[src/rtl/alu_prog_pkg.sv]
// Shared types and instruction-field layout for the ALU program sequencer.
package alu_prog_pkg;

  localparam int OP_LSB   = 0;
  localparam int OP_MSB   = 7;
  localparam int A_LSB    = 8;
  localparam int B_LSB    = 13;
  localparam int C_LSB    = 18;
  localparam int HALT_BIT = 31;

  localparam logic [7:0] OP_NOP = 8'h00;

  typedef enum logic [2:0] {
    IDLE, FETCH, ROM_WAIT, READ, MEM_WAIT, EXEC, WRITE
  } state_t;

  typedef struct packed {
    logic       halt;
    logic [7:0] rsvd;
    logic [4:0] addr_c;
    logic [4:0] addr_b;
    logic [4:0] addr_a;
    logic [7:0] op;
  } instr_t;

endpackage

[src/rtl/alu_prog_seq.sv]
// Program sequencer: fetches ROM instructions, strobes RAM A/B reads, drives
// the ALU op and writes RAM C; start/busy/done handshake with abort.
module alu_prog_seq
  import alu_prog_pkg::*;
#(
  parameter int ADDR_W  = 5,
  parameter int OP_W    = 8,
  parameter int INSTR_W = 32
) (
  input  logic               clk,
  input  logic               rst,
  input  logic               start,
  input  logic               abort,
  output logic               busy,
  output logic               done,
  output logic               aborted,
  output logic [ADDR_W:0]    instr_cnt,
  output logic [ADDR_W-1:0]  rom_addr,
  output logic               rom_rd,
  input  logic [INSTR_W-1:0] rom_data,
  output logic               mem_a_rd,
  output logic [ADDR_W-1:0]  mem_a_addr,
  output logic               mem_b_rd,
  output logic [ADDR_W-1:0]  mem_b_addr,
  output logic               mem_c_wr,
  output logic [ADDR_W-1:0]  mem_c_addr,
  output logic [OP_W-1:0]    ops
);

  localparam logic [ADDR_W-1:0] PC_LAST = '1;

  state_t             state, state_nxt;
  logic [ADDR_W-1:0]  pc;
  logic [ADDR_W-1:0]  ir_c;
  logic               ir_halt;
  logic               last;
  logic               rsvd_unused;

  assign rsvd_unused = ^rom_data[HALT_BIT-1:C_LSB+ADDR_W];
  assign last        = ir_halt || (pc == PC_LAST);
  assign rom_addr    = pc;

  always_ff @(posedge clk) begin
    if (rst) state <= IDLE;
    else     state <= state_nxt;
  end

  always_comb begin
    state_nxt = state;
    if (state != IDLE && abort) state_nxt = IDLE;
    else begin
      case (state)
        IDLE:     if (start && !abort) state_nxt = FETCH;
        FETCH:    state_nxt = ROM_WAIT;
        ROM_WAIT: state_nxt = READ;
        READ:     state_nxt = MEM_WAIT;
        MEM_WAIT: state_nxt = EXEC;
        EXEC:     state_nxt = WRITE;
        WRITE:    state_nxt = last ? IDLE : FETCH;
        default:  state_nxt = IDLE;
      endcase
    end
  end

  // Outputs are registered from the next state, so each strobe is visible
  // during the state it belongs to; an abort on the edge into WRITE kills it.
  always_ff @(posedge clk) begin
    if (rst) begin
      busy       <= 1'b0;
      done       <= 1'b0;
      aborted    <= 1'b0;
      rom_rd     <= 1'b0;
      mem_a_rd   <= 1'b0;
      mem_b_rd   <= 1'b0;
      mem_c_wr   <= 1'b0;
      instr_cnt  <= '0;
      pc         <= '0;
      mem_a_addr <= '0;
      mem_b_addr <= '0;
      mem_c_addr <= '0;
      ops        <= '0;
      ir_c       <= '0;
      ir_halt    <= 1'b0;
    end else begin
      busy     <= state_nxt != IDLE;
      rom_rd   <= state_nxt == FETCH;
      mem_a_rd <= state_nxt == READ;
      mem_b_rd <= state_nxt == READ;
      mem_c_wr <= (state_nxt == WRITE) && (ops != OP_W'(OP_NOP));
      done     <= (state_nxt == WRITE) && last;
      aborted  <= (state != IDLE) && abort;
      if (state == IDLE && state_nxt == FETCH) begin
        pc        <= '0;
        instr_cnt <= '0;
      end else if (state == WRITE && state_nxt == FETCH) begin
        pc <= pc + 1'b1;
      end
      if (state_nxt == WRITE) begin
        instr_cnt  <= instr_cnt + 1'b1;
        mem_c_addr <= ir_c;
      end
      // ROM word is valid in ROM_WAIT; decode straight into the READ outputs.
      if (state_nxt == READ) begin
        ops        <= rom_data[OP_LSB +: OP_W];
        mem_a_addr <= rom_data[A_LSB +: ADDR_W];
        mem_b_addr <= rom_data[B_LSB +: ADDR_W];
        ir_c       <= rom_data[C_LSB +: ADDR_W];
        ir_halt    <= rom_data[HALT_BIT];
      end
    end
  end

endmodule
[config.mk]
export PLATFORM = sky130hd
export DESIGN_NAME = alu_prog_seq
export DESIGN_NICKNAME = d
export VERILOG_FILES = /design/src/rtl/alu_prog_pkg.sv /design/src/rtl/alu_prog_seq.sv
export SDC_FILE = /design/constraint.sdc
export NUM_CORES = 1
export LEC_CHECK = 0
export ABC_CLOCK_PERIOD_IN_PS = 2450
export CORE_ASPECT_RATIO = 1.1
export CORE_MARGIN = 4
export CORE_UTILIZATION = 43
export DETAILED_ROUTE_END_ITERATION = 16
export GPL_TIMING_DRIVEN = 0
export HOLD_SLACK_MARGIN = 0.06
export PLACE_DENSITY = 0.76
export RECOVER_POWER = 50
export SLEW_MARGIN = 20
export SYNTH_ARGS = -nofsm -noshare
export SYNTH_HDL_FRONTEND = slang
export SYNTH_SLANG_ARGS = --single-unit
[constraint.sdc]
create_clock -name clk -period 2.45 [get_ports clk]
set_clock_uncertainty 0.1 [all_clocks]
set_input_delay 0.735 -clock clk [delete_from_list [all_inputs] [get_ports clk]]
set_output_delay 0.735 -clock clk [all_outputs]
set_load 0.05 [all_outputs]
==> flow_summary.ini, run 1 <==
[status]
status = finished clean

[grt]
track_usage_pct = 18.37
overflow = 0
grt_pass1_wl_mm = 8.355
grt_max_degree = 16
antenna_found_initial = 0
grt_pass1_vias = 1846

[sta]
fin_crit_sh_pct = 98.63
slew_headroom_pct = 59.85
period_needed_ns = 2.416
drv_slew = 0
final_hold_viol_count = 0
setup_violations = 0
fmax_mhz = 413.8
setup_slack_ns = 0.03359
rsz0062_at_grt = yes
worst-slew-pin-transition_ns = 0.6007

[yosys]
synth_edf_count = 0
synth.top_cell.area_share_pct = 49.94
yosys_warnings = 0
synth.largest_area_cell = dfxtp_1
synthArstFlopShare_pct = 0
netlist_top_cells_area = dfxtp_1 (50%), nand2_1 (12%), a21oi_1 (9.7%), clkbuf_1 (2.7%), ha_1 (1.9%)
synthCells = 237
syn-num-nets = 276
ys_ff_latch = 49
netlist_area_sq_um = 1964
yosysSeqAreaShare_pct = 49.94
ys.flop_type = dfxtp_1
ys_types = 39
synth.avg_cell_area_sq_um = 8.289

[worst_setup_path]
path_max_fanout = 10
reg2reg_depth = 7
crit_buf_inv = 3
critPathSlowestCell = clkdlybuf4s50_1
cp_data_required_time_ns = 2.54
crit_chain = clkdlybuf4s50_1 -> clkbuf_1 -> and4bb_1 -> buf_2 -> nand2_1 -> a311oi_1
crit_type = primary input to flip-flop
start_kind = primary input
crit_path_max_incr_delay_ns = 0.47
crit_family = buffers and inverters
reg2reg_from = rom_addr[0]
end_kind = flip-flop
r2r-end = rom_addr[3]
crit_arrival_ns = 2.51
r2r_slack_ns = 0.18

[floorplan]
ios = 77
die_height_um = 78.89
dieArea_sq_um = 5715
rows = 25
core_sq_um = 4348
fp.dieW_um = 72.45
start_util_pct = 45.18

[clocking]
clkTransAtPathRegs_ns = 0.09
clk_latency_ns = 0.30
cts_inserted_buffers = 5
ctsHoldBuffers = 0
ctsResizeCount = 0
postCtsSetupRepairBufs = 0
clock_path_buffers = 2
htreeDepth = 2
cts.sinks = 49
root_buffer = clkbuf_8
cts_tree = yes

[power]
power_leakage_nw = 1.002
peakVddDrop_uv = 364.2
powerDensity_nw_per_um2 = 544.9

[routing]
postRouteAntennaNets = 0
wl_per_cell_um = 13.62
num_vias = 1881
drc = 0
postRouteWirelength_mm = 4.986
first_pass_iters = 4
viasPerCell = 5.139
first_iter_violations = 110

[placed_design]
place_ws_ns = -0.2140
dp_hpwl_mm = 3.523
gp_congestion = 0.8152
io_buffers = 67
placed_area_sq_um = 2703
dp.cells = 358

[layout]
finish.utilization_pct = 64.63
stdcell_area_sq_um = 2810
post_route_cells_drive_above_1_share_pct = 5.449
antenna_cells = 0
fin_nets = 350
areaGrowthSynthToFinish_pct = 43.06
final-instance-count-excl-fill = 366

[worst_hold_path]
whs_path_depth = 2
hold_end = mem_c_addr[4]
hold_path.startpoint = mem_c_addr[4]
hold_path_class = flip-flop to flip-flop

[job]
cap_violations = 0
==> how the worst max path moves through the flow <==
| stage | from | end | slack, ns | cells past startpoint |
|---|---|---|---|---|
| after floorplan | rom_addr[0] | rom_addr[3] | 0.05 | 7 |
| after global placement | abort | rom_addr[3] | -0.16 | 5 |
| after detailed placement | abort | instr_cnt[4] | -0.21 | 6 |
| after CTS | instr_cnt[3] | instr_cnt[3] | 0.01 | 1 |
| after global routing | abort | mem_b_addr[2] | -0.07 | 5 |
| final | abort | instr_cnt[4] | 0.03 | 6 |
==> Yosys cell counts (2+ instances only) <==
cell and count:
nand2_1 62, dfxtp_1 49, a21oi_1 38, clkbuf_1 14
nand3_1 7, nor3_1 7, buf_2 4, inv_1 4
nor2_1 4, o21ai_0 4, a31oi_1 3, ha_1 3
o31ai_1 3, or3_1 3, or4_1 3, a211oi_1 2
a311oi_1 2, and3_1 2, nand2b_1 2, nor4_1 2
==> layer usage <==
layer / GRT usage, % / part of all wire, % / up-vias
met5: 0 / 0 / -
met4: 6.089 / 1.4 / 0
met3: 7.215 / 8.2 / 5
met2: 31.79 / 48 / 49
met1: 20.38 / 42 / 859
li1: - / - / 968
==> state kept, by name, indices dropped and copies added, names as in the netlist, 3 cells and up <==
name	flops
mem_a_addr	5
mem_b_addr	5
state	3
ir_c	5
mem_c_addr	5
instr_cnt	6
rom_addr	5
ops	8
==> logic make-up after synthesis <==
logic type	Yosys count	synth area share, %
buf+inv	23	4.841
flops	49	49.94
mux	2	1.083
compound gates	60	17.96
fa+ha+maj	3	1.911
simple gates	100	24.27
==> cells in the final DEF (no fill, tap or decap), types with 2 or more instances in the layout <==
cell,count
inv_1,4
and3_1,2
a311oi_1,2
or4_1,3
ha_1,3
o21ai_0,5
nor3_1,7
clkbuf_8,6
dlygate4sd3_1,14
nand3_1,7
a211oi_1,2
nand2b_1,2
nor2_1,4
a31oi_1,3
buf_2,4
a21oi_1,38
o31ai_1,3
dfxtp_1,49
nand2_1,62
clkbuf_1,16
or3_1,3
clkdlybuf4s50_1,51
nor4_1,2
==> where the power goes <==
part / internal, mW / switching, mW / leakage, nW
registers: 0.802 / 0.00382 / 0.395
logic: 0.0590 / 0.0624 / 0.550
clock network: 0.332 / 0.271 / 0.0574
total: 1.19 / 0.338 / 1.00
==> worst min-delay path, stage by stage (launching register included) <==
cell     delay [ns]
dfxtp_1        0.31
nand2_1        0.05
a21oi_1        0.05
==> layout make-up <==
class	count	area [sq um]
clock inverter	2	37.54
inverter	4	15.01
tap	54	67.56
multi-input combinational	165	888.4
buffer	19	80.08
fill	393	1538
timing repair buffer	67	658.1
clock buffer	6	82.58
sequential	49	980.9
==> through the flow <==
stage	TNS, ns	hold slack (ns)	power, mW
after floorplan	0	0.3322	0.8825
after global placement	-3.718	0.3408	0.9461
after detailed placement	-4.194	0.3460	0.9470
after CTS	0	0.3592	1.542
after global routing	-0.3162	0.3763	1.587
final	0	0.3545	1.531
No activity file was read; power rests on OpenSTA's default activity.
==> run 2: changes to the inputs <==
--- a/config.mk
+++ b/config.mk
@@ -7,7 +7,6 @@
 export LEC_CHECK = 0
 export ABC_CLOCK_PERIOD_IN_PS = 2450
 export CORE_ASPECT_RATIO = 1.1
-export CORE_MARGIN = 4
 export CORE_UTILIZATION = 43
 export DETAILED_ROUTE_END_ITERATION = 16
 export GPL_TIMING_DRIVEN = 0
==> flow_summary.ini, run 2 (synthesized netlist as in run 1, its figures left out) <==
[grt]
grt_pass1_vias = 1655
track_usage_pct = 20.24
antenna_found_initial = 0
overflow = 0
grt_max_degree = 15
grt_pass1_wl_mm = 7.500

[sta]
setup_tns_ns = 0
fmax_mhz = 416.8
rsz0062_at_grt = no
drv_slew = 0
period_needed_ns = 2.399
setup_violations = 0
hold_ws_ns = 0.3558
final_hold_viol_count = 0
fin_crit_sh_pct = 97.92
worst-slew-pin-transition_ns = 0.5923
slew_headroom_pct = 60.68
setup_slack_ns = 0.05105

[worst_setup_path]
start_kind = flip-flop
r2r-end = rom_addr[3]
crit_path_max_incr_delay_ns = 0.84
end_kind = output port
cp_data_required_time_ns = 1.62
crit_family = buffers and inverters
path_depth = 1
reg2reg_from = rom_addr[0]
critPathSlowestCell = clkdlybuf4s50_1
path_max_fanout = 5
r2r_slack_ns = 0.15
crit_buf_inv = 1
crit_chain = clkdlybuf4s50_1
crit_type = flip-flop to output port
crit_arrival_ns = 1.56
reg2reg_depth = 7

[floorplan]
ios = 77
fp.dieW_um = 66.45
die_height_um = 72.89
rows = 25
core_sq_um = 4348
start_util_pct = 45.18
dieArea_sq_um = 4843

[layout]
post_route_cells_drive_above_1_share_pct = 5.751
layout_common_cells = nand2_1 (62), dfxtp_1 (49), clkdlybuf4s50_1 (47), a21oi_1 (38), dlygate4sd3_1 (19)
fin_nets = 351
areaGrowthSynthToFinish_pct = 43.25
largest_reg_flops = 8
mostFrequentLayoutCell = nand2_1
antenna_cells = 0
finish.utilization_pct = 64.72
final-instance-count-excl-fill = 367
top_register = ops
reg_top3 = ops: 8 flops, instr_cnt: 6 flops

[clocking]
cts_tree = yes
htreeDepth = 2
clock_path_buffers = 2
cts.sinks = 49
root_buffer = clkbuf_8
cts_inserted_buffers = 5
clk_latency_ns = 0.30
clkTransAtPathRegs_ns = 0.09

[routing]
postRouteAntennaNets = 0
first_pass_iters = 4
drc = 0
first_iter_violations = 91
viasPerCell = 5.104
wl_per_cell_um = 12.52
postRouteWirelength_mm = 4.594
num_vias = 1873

[power]
peakVddDrop_uv = 499.5
power_leakage_nw = 1.023
powerDensity_nw_per_um2 = 512.4

[worst_hold_path]
hold_end = mem_c_addr[4]
hold_path_class = flip-flop to flip-flop
whs_path_depth = 2
hold_path.startpoint = mem_c_addr[4]

[status]
status = finished clean

[placed_design]
place_ws_ns = -0.1893
io_buffers = 67
dp_hpwl_mm = 3.318
dp.cells = 358
gp_congestion = 0.7851

[job]
cap_violations = 0
-- run 2: changes by cell type in the layout (fill, tap and decap cells not counted), sizes merged --
cell | previous run | this run
clkinvlp | 1 | 0
bufinv | 1 | 0
clkdlybuf4s50 | 51 | 47
clkbuf | 22 | 23
clkinv | 0 | 1
dlygate4sd3 | 14 | 19
-- run 2: cell type report --
class | count | area, sq um
fill | 390 | 1534
sequential | 49 | 980.9
multi-input combinational | 165 | 897.1
timing repair buffer | 68 | 671.9
clock buffer | 7 | 96.34
buffer | 19 | 80.08
tap | 54 | 67.56
inverter | 4 | 15.01
clock inverter | 1 | 5.005
-- run 2: what timing repair did --
action | in CTS | in global routing
setup buffers | 0 | 1
hold buffers | 0 | 0
resized for setup | 0 | 4
setup endpoints to repair | 0 | 5
-- run 2: worst max-delay path by stage --
stage / from / endpoint / slack (ns)
after floorplan: rom_addr[0] / rom_addr[3] / 0.05
after global placement: abort / rom_addr[3] / -0.16
after detailed placement: abort / rom_addr[3] / -0.19
after CTS: instr_cnt[3] / instr_cnt[3] / 0.02
after global routing: instr_cnt[4] / instr_cnt[4] / 0.01
final: instr_cnt[4] / instr_cnt[4] / 0.05
-- run 2: power by group --
| group | switching [mW] | internal (mW) |
|---|---|---|
| clock | 0.259 | 0.255 |
| sequential | 0.00400 | 0.802 |
| combinational | 0.0620 | 0.0591 |
-- run 2: metrics by stage --
| stage | instance area (sq um) | power, mW |
|---|---|---|
| 5_1_grt | 2814 | 1.497 |
| 3_3_place_gp | 2703 | 0.9452 |
| 2_1_floorplan | 1964 | 0.8825 |
| 3_5_place_dp | 2703 | 0.9467 |
| 6_report | 2814 | 1.442 |
| 4_1_cts | 2804 | 1.451 |
-- run 2: metal layers --
| metal | GRT usage (%) | share of wire, % | vias up |
|---|---|---|---|
| met5 | 0 | 0 | - |
| met4 | 6.619 | 1.3 | 0 |
| met3 | 6.875 | 6.9 | 5 |
| met2 | 33.45 | 48 | 52 |
| met1 | 24.61 | 44 | 842 |
| li1 | - | - | 974 |
